[src/rtl/bitrev_reorder_ctrl.sv]
// -----------------------------------------------------------------------------
// bitrev_reorder_ctrl
// Ping-pong reorder buffer that turns 32-sample frames from natural order into
// 5-bit bit-reversed order. The write side fills one bank while the read side
// drains the other, so with no backpressure the block moves one sample per
// cycle in each direction.
//
// Ports
//   clk        : single clock, rising edge
//   rst_n      : asynchronous active-low reset
//   flush      : synchronous abort; empties both banks and discards all frames
//   in_valid   : input sample present
//   in_data    : input sample, natural order (DATA_W bits)
//   in_ready   : block accepts in_data this cycle
//   out_valid  : out_data holds a valid sample
//   out_data   : output sample, bit-reversed order (DATA_W bits)
//   out_ready  : downstream takes out_data this cycle
//   out_last   : only with BITREV_LAST_EN defined; marks the 32nd output of a frame
//
// Configuration macro: BITREV_LAST_EN (adds out_last)
// -----------------------------------------------------------------------------
module bitrev_reorder_ctrl #(
  parameter int DATA_W = 16
) (
  input  logic              clk,
  input  logic              rst_n,
  input  logic              flush,
  input  logic              in_valid,
  input  logic [DATA_W-1:0] in_data,
  output logic              in_ready,
  output logic              out_valid,
  output logic [DATA_W-1:0] out_data,
  input  logic              out_ready
`ifdef BITREV_LAST_EN
  ,
  output logic              out_last
`endif
);

  localparam logic BANK_EMPTY = 1'b0;
  localparam logic BANK_FULL  = 1'b1;

  // 5-bit index bit reversal
  function automatic logic [4:0] rev5(input logic [4:0] idx);
    rev5 = {idx[0], idx[1], idx[2], idx[3], idx[4]};
  endfunction

  logic [DATA_W-1:0] mem_q [2][32];

  logic [1:0]        bank_q,      bank_d;
  logic              wbank_q,     wbank_d;
  logic [4:0]        wcnt_q,      wcnt_d;
  logic              rbank_q,     rbank_d;
  logic [4:0]        rcnt_q,      rcnt_d;
  logic              out_valid_q, out_valid_d;
  logic [DATA_W-1:0] out_data_q,  out_data_d;
  // Holds in_ready low during reset and opens it on the first edge after release.
  logic              rdy_en_q,    rdy_en_d;
`ifdef BITREV_LAST_EN
  logic              out_last_q,  out_last_d;
`endif

  logic accept_s;
  logic load_s;

  // Handshake decode from registered state only (plus the flush input).
  always_comb begin
    in_ready = rdy_en_q && (bank_q[wbank_q] == BANK_EMPTY) && !flush;
    accept_s = in_valid && in_ready;
    load_s   = (bank_q[rbank_q] == BANK_FULL) && (!out_valid_q || out_ready);
  end

  // Next-state computation for bank flags, counters and the output register.
  always_comb begin
    bank_d      = bank_q;
    wbank_d     = wbank_q;
    wcnt_d      = wcnt_q;
    rbank_d     = rbank_q;
    rcnt_d      = rcnt_q;
    out_valid_d = out_valid_q;
    out_data_d  = out_data_q;
    rdy_en_d    = 1'b1;
`ifdef BITREV_LAST_EN
    out_last_d  = out_last_q;
`endif
    if (flush) begin
      // flush wins over any accept or load on the same edge
      bank_d      = 2'b00;
      wbank_d     = 1'b0;
      wcnt_d      = 5'd0;
      rbank_d     = 1'b0;
      rcnt_d      = 5'd0;
      out_valid_d = 1'b0;
`ifdef BITREV_LAST_EN
      out_last_d  = 1'b0;
`endif
    end else begin
      if (accept_s) begin
        wcnt_d = wcnt_q + 5'd1;
        if (wcnt_q == 5'd31) begin
          bank_d[wbank_q] = BANK_FULL;
          wbank_d         = ~wbank_q;
        end else begin
          wbank_d = wbank_q;
        end
      end else begin
        wcnt_d = wcnt_q;
      end
      // Writer only touches an EMPTY bank and reader only a FULL one, so the
      // two flag updates never land on the same bank.
      if (load_s) begin
        out_valid_d = 1'b1;
        out_data_d  = mem_q[rbank_q][rev5(rcnt_q)];
        rcnt_d      = rcnt_q + 5'd1;
`ifdef BITREV_LAST_EN
        out_last_d  = (rcnt_q == 5'd31);
`endif
        if (rcnt_q == 5'd31) begin
          bank_d[rbank_q] = BANK_EMPTY;
          rbank_d         = ~rbank_q;
        end else begin
          rbank_d = rbank_q;
        end
      end else if (out_ready) begin
        out_valid_d = 1'b0;
`ifdef BITREV_LAST_EN
        out_last_d  = 1'b0;
`endif
      end else begin
        out_valid_d = out_valid_q;
      end
    end
  end

  // Control and output registers.
  always_ff @(posedge clk or negedge rst_n) begin
    if (!rst_n) begin
      bank_q      <= 2'b00;
      wbank_q     <= 1'b0;
      wcnt_q      <= 5'd0;
      rbank_q     <= 1'b0;
      rcnt_q      <= 5'd0;
      out_valid_q <= 1'b0;
      out_data_q  <= '0;
      rdy_en_q    <= 1'b0;
`ifdef BITREV_LAST_EN
      out_last_q  <= 1'b0;
`endif
    end else begin
      bank_q      <= bank_d;
      wbank_q     <= wbank_d;
      wcnt_q      <= wcnt_d;
      rbank_q     <= rbank_d;
      rcnt_q      <= rcnt_d;
      out_valid_q <= out_valid_d;
      out_data_q  <= out_data_d;
      rdy_en_q    <= rdy_en_d;
`ifdef BITREV_LAST_EN
      out_last_q  <= out_last_d;
`endif
    end
  end

  // Sample storage; contents are don't-care after reset because bank flags gate use.
  always_ff @(posedge clk) begin
    if (accept_s) begin
      mem_q[wbank_q][wcnt_q] <= in_data;
    end
  end

  assign out_valid = out_valid_q;
  assign out_data  = out_data_q;
`ifdef BITREV_LAST_EN
  assign out_last  = out_last_q;
`endif

endmodule

[config.mk]
export PLATFORM = sky130hd
export DESIGN_NAME = bitrev_reorder_ctrl
export DESIGN_NICKNAME = d
export VERILOG_FILES = /design/src/rtl/bitrev_reorder_ctrl.sv
export SDC_FILE = /design/constraint.sdc
export NUM_CORES = 1
export LEC_CHECK = 0
export CAP_MARGIN = 30
export CORE_UTILIZATION = 42
export CTS_CLUSTER_SIZE = 10
export DETAILED_ROUTE_END_ITERATION = 8
export PLACE_DENSITY = 0.71
export SLEW_MARGIN = 10
export SYNTH_ARGS = -nofsm -noshare
export SYNTH_HDL_FRONTEND = slang
export SYNTH_SLANG_ARGS = --single-unit
[constraint.sdc]
create_clock -name clk -period 3.2 [get_ports clk]
set_input_delay 0.96 -clock clk [delete_from_list [all_inputs] [get_ports clk]]
set_output_delay 0.96 -clock clk [all_outputs]
set_load 0.02 [all_outputs]
# Word-level counts from Yosys, hierarchy flattened

Memories as Yosys holds them, arrays and structs flattened.
Index checks and enable logic that the tools add are counted.

Bits in registers: 32
RAM bits: 1,024
Input port bits: 21
Memories: 1

Add/sub/neg operators: 2
$lt $le $gt $ge: 7
Eq/ne operators: 2
Muxes and demuxes: 34
Bitwise gates (word level): 9
Reduce and logical (&&, ||, !) cells: 18

Memories:

| name  | depth | width | read ports | clocked after memory_dff | write ports | line | source |
|---|---|---|---|---|---|---|---|
| mem_q | 2     | 512   | 1          | 0                        | 1           | 48   | `logic [DATA_W-1:0] mem_q [2][32];` |

Operators by type and width:

| kind                                                                  | number |
|---|---|
| 512-bit two-way mux                                                   | 1 |
| 16-bit binary-select mux with 5-bit select                            | 1 |
| 16-bit demux with 5-bit select                                        | 1 |
| 16-bit two-way mux                                                    | 3 |
| 5-bit two-way mux                                                     | 4 |
| 1-bit two-way mux                                                     | 16 |
| 6-bit greater-or-equal comparator (second input constant)             | 2 |
| 2-bit two-way mux                                                     | 6 |
| 5-bit NOT with 6-bit output                                           | 2 |
| 5-bit by 1-bit adder with 5-bit output (second input constant)        | 2 |
| 5-bit == test (second input constant)                                 | 2 |
| 2-bit nonzero test                                                    | 4 |
| 1-bit logical AND                                                     | 7 |
| 6-bit by 1-bit < comparator with 1-bit output (second input constant) | 1 |
| 2-bit AND reduction                                                   | 3 |
| 1-bit by 2-bit < comparator with 1-bit output (second input constant) | 2 |
| 1-bit NOT                                                             | 4 |
| 3-bit nonzero test                                                    | 1 |
| 2-bit AND                                                             | 1 |
| 1-bit demux with 1-bit select                                         | 2 |
| 1-bit greater-or-equal comparator (second input constant)             | 2 |
| 1-bit logical NOT                                                     | 2 |
| 2-bit NOT                                                             | 1 |
| 2-bit OR                                                              | 1 |
| 1-bit logical OR                                                      | 1 |

# Depth between registers and ports, before layout

Gate-level depths: netlist (run 1).

Word-level depth: 12
Gate-level depth with buffers: 9
Gate-level depth less buffers: 6

# Worst setup path after synthesis (run 1)

No wires, ideal clock.

Path kind: in2reg
Start: input flush
End: memory mem_q[1][448] in the netlist's numbering, enable pin
Setup time: 430 ps
Arrival: 3,275 ps
Data required time: 2,770 ps
Slack: -505 ps
Stages on the path: 5
Buffers on the path: 0
Path through: inv_1 > nand3_1 > nor3b_1 > nand2_1 > nor4_1

Word-level cells in the longest chain between the ends: 5

RTL lines:

| element                                   | line | source |
|---|---|---|
| from (decl)                               | 27   | `input logic flush,` |
| 1-bit logical NOT                         | 68   | `in_ready = rdy_en_q && (bank_q[wbank_q] == BANK_EMPTY) && !flush;` |
| 1-bit logical AND                         | 68   |  |
| 1-bit logical AND                         | 69   | `accept_s = in_valid && in_ready;` |
| 1-bit two-way mux                         | 166  | `if (accept_s) begin` |
| 512-bit two-way mux (implied by the code) | 167  | `mem_q[wbank_q][wcnt_q] <= in_data;` |
| to (decl)                                 | 48   |  |

Every way passes these cells.

# Final worst setup path (run 1)

Start: register wbank_q
End: output in_ready

Word-level cells in the longest chain between the ends: 5

RTL lines:

| element                                              | line | source |
|---|---|---|
| from (decl)                                          | 51   | `logic wbank_q, wbank_d;` |
| from (signal assigned)                               | 151  | `wbank_q <= wbank_d;` |
| 1-bit two-way mux (implied by the code) (2 in a row) | 68   |  |
| 1-bit NOT                                            | 68   |  |
| 1-bit logical AND (2 in a row)                       | 68   |  |
| to (decl)                                            | 30   | `output logic in_ready,` |

Every way passes these cells. The select of a mux whose other input is x is not followed.

==> key figures, run 1 <==
Synth
  – Async SR Flop Fraction: 3.03%
  – Flops & latches, synth: 1056
  – Seq/Total Area, Yosys: 76.8%
  – Synthesis warning total: 0
  – Synth Flop Type: edfxtp_1
  – Syn_nets: around 2100
  – Avg Cell Area, Syn: approximately 20 um^2
  – Post-synth EDFFs: 1024
  – Unique masters post-synth: 52
  – Mapped cell area: 0.0411 mm^2
  – Gate Count Post-Synth: 2088

Clocking
  – CTS Buf Count: between 100 and 150
  – Setup bufs post-CTS: 0
  – Clk Latency, worst-skew pair: 700 ps
  – H-tree depth: 3
  – Clk buf depth: 3
  – Clock transition at path regs: about 60 ps
  – # hold bufs at CTS: 0
  – Clk sinks: between 1000 and 1500
  – CTS resizes: 1
  – CTS tree: done
  – Root buf cell: clkbuf_16

Global routing
  – Initial antenna violation count: 6
  – First-pass GRT wire length: 142000 um
  – GRT Overall Usage: 19.7%
  – Pin count of the biggest net entering global routing: 65
  – Gr ovfl total: 0
  – Vias in the first global route: between 20000 and 25000

Final layout
  – Utilization after layout: 49.5%
  – Nets: between 2000 and 2500
  – Share of layout cells above drive strength 1: between 10% and 20%
  – Synth-to-Final Area Change: 16.7%

Timing
  – Period utilisation layout: between 90% and 100%
  – Final Worst Setup Slack: ~130 ps
  – Hold Fails Final Rpt: 0
  – Final Skew: 30.4 ps
  – RSZ-0062 raised after global routing: false
  – Count of final setup violators: 0
  – Relative slew margins: 41.4%
  – Min Tclk post-route: 3070 ps
  – Slew @ Worst Pin: approximately 900 ps
  – Setup_tns: 0 ps
  – Hold_ws: 370 ps
  – Fmax: 0.326 GHz
  – Final Max Slew Viols: 0

Setup path
  – Data required time of the worst path: 2240 ps
  – CP cell instances: mux2_2 > nor3b_1 > clkdlybuf4s15_1
  – Worst path bufs/invs: 1
  – Critical Path Fanout Max: 6
  – CP max stage delay: 450 ps
  – Crit path max-delay family: flip-flops
  – Critical Path Sink Type: output pin
  – Startpoint types: flip-flop
  – Crit path DAT: between 2000 and 2500 ps
  – Critical Path Start: wbank_q
  – R2R Path Start: rbank_q
  – Slowest-stage cell, CP: dfrtp_1
  – Critical path class: reg -> out

Power and ir drop
  – PwrDens: 570 mW/mm^2
  – VDD IR max: 462 uV
  – Pleak: 14.6 nW
  – Total chip power: 27.3 mW

Placed design
  – DP HPWL: 62000 um
  – Port Buffer Count: 38
  – Gpl congestion: 0.880
  – Setup slack at placement: -90.1 ps

Detailed routing
  – 1st-iter DRT viols: 2292
  – DRT antenna net count: 0
  – Vias per inst: 5.78
  – DRT Wirelength: ~97000 um
  – Drt first pass iters: 7
  – Detailed-route DRC error count: 16
  – Total vias in the final route: 21000
  – Post-detailed-route wirelength per cell: 26.6 um

Floorplanning
  – Starting density of the core: 42.4%
  – Die span in x: 315 um
  – Die ar.: ~0.099 mm^2
  – I/O Pins: 39
  – Row cnt: 114
  – Core Area: 0.0969 mm^2
  – Die H: 315 um

Min path
  – Min-delay worst type: in -> async

Status
  – Failing checks: DRC
  – Status: finished with violations

Job
  – Max Cap Viol: 0
==> flip-flops by register name, summed over array words and instances, names as in the netlist <==
name       flops
wbank_q        1
out_data      16
rbank_q        1
out_valid      1
rdy_en_q       1
mem_q       1024
bank_q         2
rcnt_q         5
wcnt_q         5
==> cell families (layout without fill, tap and decap cells) <==
family / count (synthesis) / in the layout / share of synthesized area [%]
AOI/OAI and AO/OA: 282 / 282 / 5.55
xor gates and xnor gates: 7 / 7 / 0.149
adders and majority gates: 7 / 7 / 0.213
buffers and inverters: 133 / 403 / 1.93
DFF: 1056 / 1056 / 76.8
muxes: 420 / 420 / 13.2
other: 1 / 2 / 0.00913
and+or+nand+nor: 182 / 182 / 2.17
==> stage by stage <==
stage | cells | area, um^2
final | 3635 | 47900
after global routing | 3634 | 47900
after CTS | 3634 | 47900
after detailed placement | 3457 | 44700
after global placement | 3457 | 44700
after floorplan | 2088 | 41100
==> layer usage <==
| metal | up-vias | track usage, % | share of wire (%) |
|---|---|---|---|
| met4 | 10 | 7.05 | 3.2 |
| met1 | 10800 | 26.7 | 40 |
| met3 | 179 | 4.07 | 8.7 |
| met2 | 936 | 31.5 | 48 |
| met5 | - | 0 | 0.070 |
| li1 | 9043 | - | - |
==> cell usage after synthesis (7+ instances only) <==
master    number  area share (%)
nor2b_1       19            0.29
a22o_1        62             1.3
ha_1           7            0.21
buf_6         25            0.69
dfrtp_1       32             1.9
a221oi_1      45            0.96
o221ai_1      30            0.64
o32ai_1       29            0.62
nor3_1         7           0.085
and3_1        18            0.27
mux4_2        96             5.3
buf_2         42            0.51
nor2_1        73            0.67
a22oi_1        7            0.13
mux2i_1      322             7.8
o22ai_1       49            0.75
a211oi_1      31            0.57
nand2_1       34            0.31
clkbuf_1      41            0.37
buf_4         14            0.26
edfxtp_1    1024              75
buf_1          7           0.064
o22a_1        15            0.32
==> worst paths after layout <==
path	endpoint	cells past startpoint	slack, ps
max	in_ready	3	130
min	out_data[10]	1	370
max reg2reg	out_data[10]	7	420
min reg2reg	wcnt_q[0]	1	640
max in group asynchronous	rbank_q	1	2230
min in group clk	wcnt_q[0]	1	640
==> layout by cell type (no fill, tap or decap), types with 5 or more instances in the layout <==
| cell | count |
|---|---|
| a211oi_1 | 31 |
| a21oi_1 | 5 |
| a221oi_1 | 45 |
| a22o_1 | 62 |
| a22oi_1 | 7 |
| and3_1 | 18 |
| buf_12 | 79 |
| buf_2 | 17 |
| buf_4 | 105 |
| clkbuf_1 | 51 |
| clkbuf_16 | 118 |
| clkdlybuf4s50_1 | 20 |
| dfrtp_1 | 30 |
| edfxtp_1 | 1024 |
| ha_1 | 7 |
| mux2i_1 | 322 |
| mux4_2 | 96 |
| nand2_1 | 34 |
| nand2b_1 | 5 |
| nor2_1 | 70 |
| nor2b_1 | 18 |
| nor3_2 | 6 |
| o221ai_1 | 30 |
| o22a_1 | 15 |
| o22ai_1 | 49 |
| o32ai_1 | 29 |
| xor2_1 | 5 |
==> worst reg2reg max path: stages (launching register included) <==
cell	delay (ps)
dfrtp_4	630
buf_4	310
mux2i_1	210
nor3_4	330
nand2b_1	140
buf_4	220
o32ai_1	640
o32ai_1	160
==> final cells by class <==
cell class	instances	area, um^2
fillers	7550	48900
flip-flops and latches	1056	31600
multi-input cells	899	8820
clock buffers	169	3140
repair buffers	222	2670
well taps	1276	1600
clock inverters	8	148
inverters	4	15.0
diodes	1	2.50
==> power breakdown <==
| group | total [mW] | switching, mW | leakage, nW | internal (mW) |
|---|---|---|---|---|
| registers | 15.2 | 0.00498 | 9.56 | 15.2 |
| clock network | 11.8 | 4.97 | 1.58 | 6.78 |
| logic | 0.386 | 0.312 | 3.50 | 0.0735 |
| total | 27.3 | 5.29 | 14.6 | 22.0 |
(Power assumes the default switching activity.)
==> run 2, diff against run 1 <==
--- a/config.mk
+++ b/config.mk
@@ -5,11 +5,11 @@
 export SDC_FILE = /design/constraint.sdc
 export NUM_CORES = 1
 export LEC_CHECK = 0
-export CAP_MARGIN = 30
+export CAP_MARGIN = 0
 export CORE_UTILIZATION = 42
 export CTS_CLUSTER_SIZE = 10
 export DETAILED_ROUTE_END_ITERATION = 8
-export PLACE_DENSITY = 0.71
+export PLACE_DENSITY = 0.62
 export SLEW_MARGIN = 10
 export SYNTH_ARGS = -nofsm -noshare
 export SYNTH_HDL_FRONTEND = slang
==> run 2 against run 1 <==
Compared with the run above:
- the run still ends with DRC left
- largest cell class unchanged
- first-iteration DRC count fell by 5.1%
- global-route usage grew 0.38 points
- via count is 0.53% lower
- highest routed layer unchanged
- design area shrank 0.21%
==> key figures, run 2 (synthesized netlist as in run 1, its figures left out) <==
Timing
  – Hold Fails Final Rpt: 0 (unchanged)
  – Final Skew: 36.5 ps (was 30.4 ps)
  – Period utilisation layout: 96.9% (was 95.9%)
  – Relative slew margins: 44.5% (was 41.4%)
  – RSZ-0062 raised after global routing: false (unchanged)
  – Count of final setup violators: 0 (unchanged)
  – Final Max Slew Viols: 0 (unchanged)
  – Fmax: 0.322 GHz (was 0.326 GHz)
  – Slew @ Worst Pin: 833 ps (was 879 ps)
  – Min Tclk post-route: 3100 ps (was 3070 ps)

Placed design
  – Gpl congestion: 0.873 (was 0.880)
  – Placed Area: 0.0446 mm^2 (was 0.0447 mm^2)
  – DP HPWL: 64000 um (was 62000 um)
  – Port Buffer Count: 38 (unchanged)

Global routing
  – Gr ovfl total: 0 (unchanged)
  – Pin count of the biggest net entering global routing: 86 (was 65)
  – GRT Overall Usage: 20.0% (was 19.7%)
  – Vias in the first global route: 20900 (was 21300)
  – First-pass GRT wire length: 143000 um (was 142000 um)
  – Initial antenna violation count: 1 (was 6)

Setup path
  – Slowest-stage cell, CP: dfrtp_1 (unchanged)
  – Startpoint types: flip-flop (unchanged)
  – Critical Path Fanout Max: 6 (unchanged)
  – CP cell instances: mux2_2 > nor3b_1 > dlygate4sd2_1 (was mux2_2 > nor3b_1 > clkdlybuf4s15_1)
  – Critical Path Sink Type: output pin (unchanged)
  – Critical path class: reg -> out (unchanged)
  – Crit path DAT: 2140 ps (was 2110 ps)
  – CP max stage delay: 440 ps (was 450 ps)
  – Data required time of the worst path: 2240 ps (about the same)

Job
  – Max Cap Viol: 0 (unchanged)

Final layout
  – Antenna Diode Count: 0 (was 1)
  – Synth-to-Final Area Change: 16.5% (was 16.7%)
  – Most frequent cells in the layout: 1024 x edfxtp_1, 322 x mux2i_1, 131 x buf_4 (was 1024 x edfxtp_1, 322 x mux2i_1, 118 x clkbuf_16)
  – Nets: 2340 (was 2327)
  – Commonest non-fill, non-tap cell in the layout: edfxtp_1 (unchanged)
  – Design area: 0.0478 mm^2 (was 0.0479 mm^2)
  – Fillers: 7674 (was 7550)
  – Utilization after layout: 49.4% (was 49.5%)
  – Share of layout cells above drive strength 1: 19.4% (was 19.0%)
  – Max reg flops: 1024 (unchanged)
  – Largest Register: mem_q (unchanged)

Detailed routing
  – DRT Wirelength: 99100 um (was 96800 um)
  – Post-detailed-route wirelength per cell: 27.2 um (was 26.6 um)
  – Drt first pass iters: 7 (unchanged)
  – Detailed-route DRC error count: 10 (was 16)
  – DRT antenna net count: 0 (unchanged)
  – 1st-iter DRT viols: 2175 (was 2292)
  – Vias per inst: 5.73 (was 5.78)
  – Total vias in the final route: 20900 (was 21000)

Clocking
  – CTS Buf Count: 116 (unchanged)
  – Clk buf depth: 3 (unchanged)
  – Clk Latency, worst-skew pair: 690 ps (was 700 ps)
  – Clk sinks: 1056 (unchanged)
  – CTS tree: done (unchanged)
  – H-tree depth: 3 (unchanged)
  – Root buf cell: clkbuf_16 (unchanged)
  – Clock transition at path regs: 60 ps (about the same)
  – Setup bufs post-CTS: 0 (unchanged)
  – # hold bufs at CTS: 0 (unchanged)

Status
  – Failing checks: DRC (unchanged)
  – Status: finished with violations (unchanged)

Floorplanning
  – Core Area: 0.0969 mm^2 (unchanged)
  – Die H: 315 um (unchanged)
  – I/O Pins: 39 (unchanged)
  – Starting density of the core: 42.4% (unchanged)
  – Die ar.: 0.0991 mm^2 (unchanged)
  – Die span in x: 315 um (unchanged)
  – Row cnt: 114 (unchanged)

Min path
  – Min-delay worst type: in -> async (unchanged)

Power and ir drop
  – VDD IR max: 437 uV (was 462 uV)
  – Pleak: 14.6 nW (about the same)
  – PwrDens: 569 mW/mm^2 (was 570 mW/mm^2)
==> run 2: metrics by stage <==
stage | std cells | worst slack [ps] | setup TNS (ps) | hold slack, ps | power, mW
after detailed placement | 3470 | -101 | -14920 | 604 | 15.9
after floorplan | 2088 | -80.5 | -2680 | 559 | 15.5
after CTS | 3648 | 62.7 | 0 | 341 | 27.4
after global placement | 3470 | -90.0 | -13440 | 591 | 15.8
final | 3648 | 98.5 | 0 | 353 | 27.2
after global routing | 3648 | 36.8 | 0 | 399 | 28.0
==> run 2: repair_timing <==
action	4_1_cts	5_1_grt
endpoints found under the setup margin	1	0
hold endpoints to repair	0	0
resized for setup	1	0
==> run 2: path summary, 6_finish.rpt <==
check	startpoint	to	slack (ps)	cells past startpoint
setup / recovery	wbank_q	in_ready	100	3
hold / removal	rst_n	rdy_en_q	350	1
setup reg to reg	rbank_q	out_data[14]	290	6
hold reg to reg	bank_q[0]	bank_q[0]	620	1
max in group asynchronous	rst_n	rcnt_q[4]	2240	1
min in group clk	bank_q[0]	bank_q[0]	620	1
==> run 2: where the power goes <==
part | leakage, nW | switching, mW | total [mW] | internal [mW]
Clock | 1.57 | 4.97 | 11.7 | 6.70
Combinational | 3.50 | 0.321 | 0.387 | 0.0661
Sequential | 9.56 | 0.00531 | 15.2 | 15.2
Total | 14.6 | 5.29 | 27.2 | 21.9
==> run 2: per-layer routing <==
layer,share of wire (%),GRT usage [%]
met3,7.4,2.73
met5,0.0081,0
met1,43,29.3
met4,2.5,6.29
met2,47,31.2
==> run 2: final cells by class <==
cell class,count,area (um^2),share of cell area (%)
clock buffer,169,3140,6.57
clock inverter,9,118,0.246
inverter,4,15.0,0.0314
multi-input combinational,899,8820,18.4
sequential,1056,31600,66.0
tap,1276,1600,3.34
timing repair buffer,235,2600,5.43
==> run 2: worst max-delay path: cells and delay by family (launching register included) <==
family        cells  cell delay [ps]
flops             1              440
mux               1              430
buf+inv           1              360
simple gates      1              230
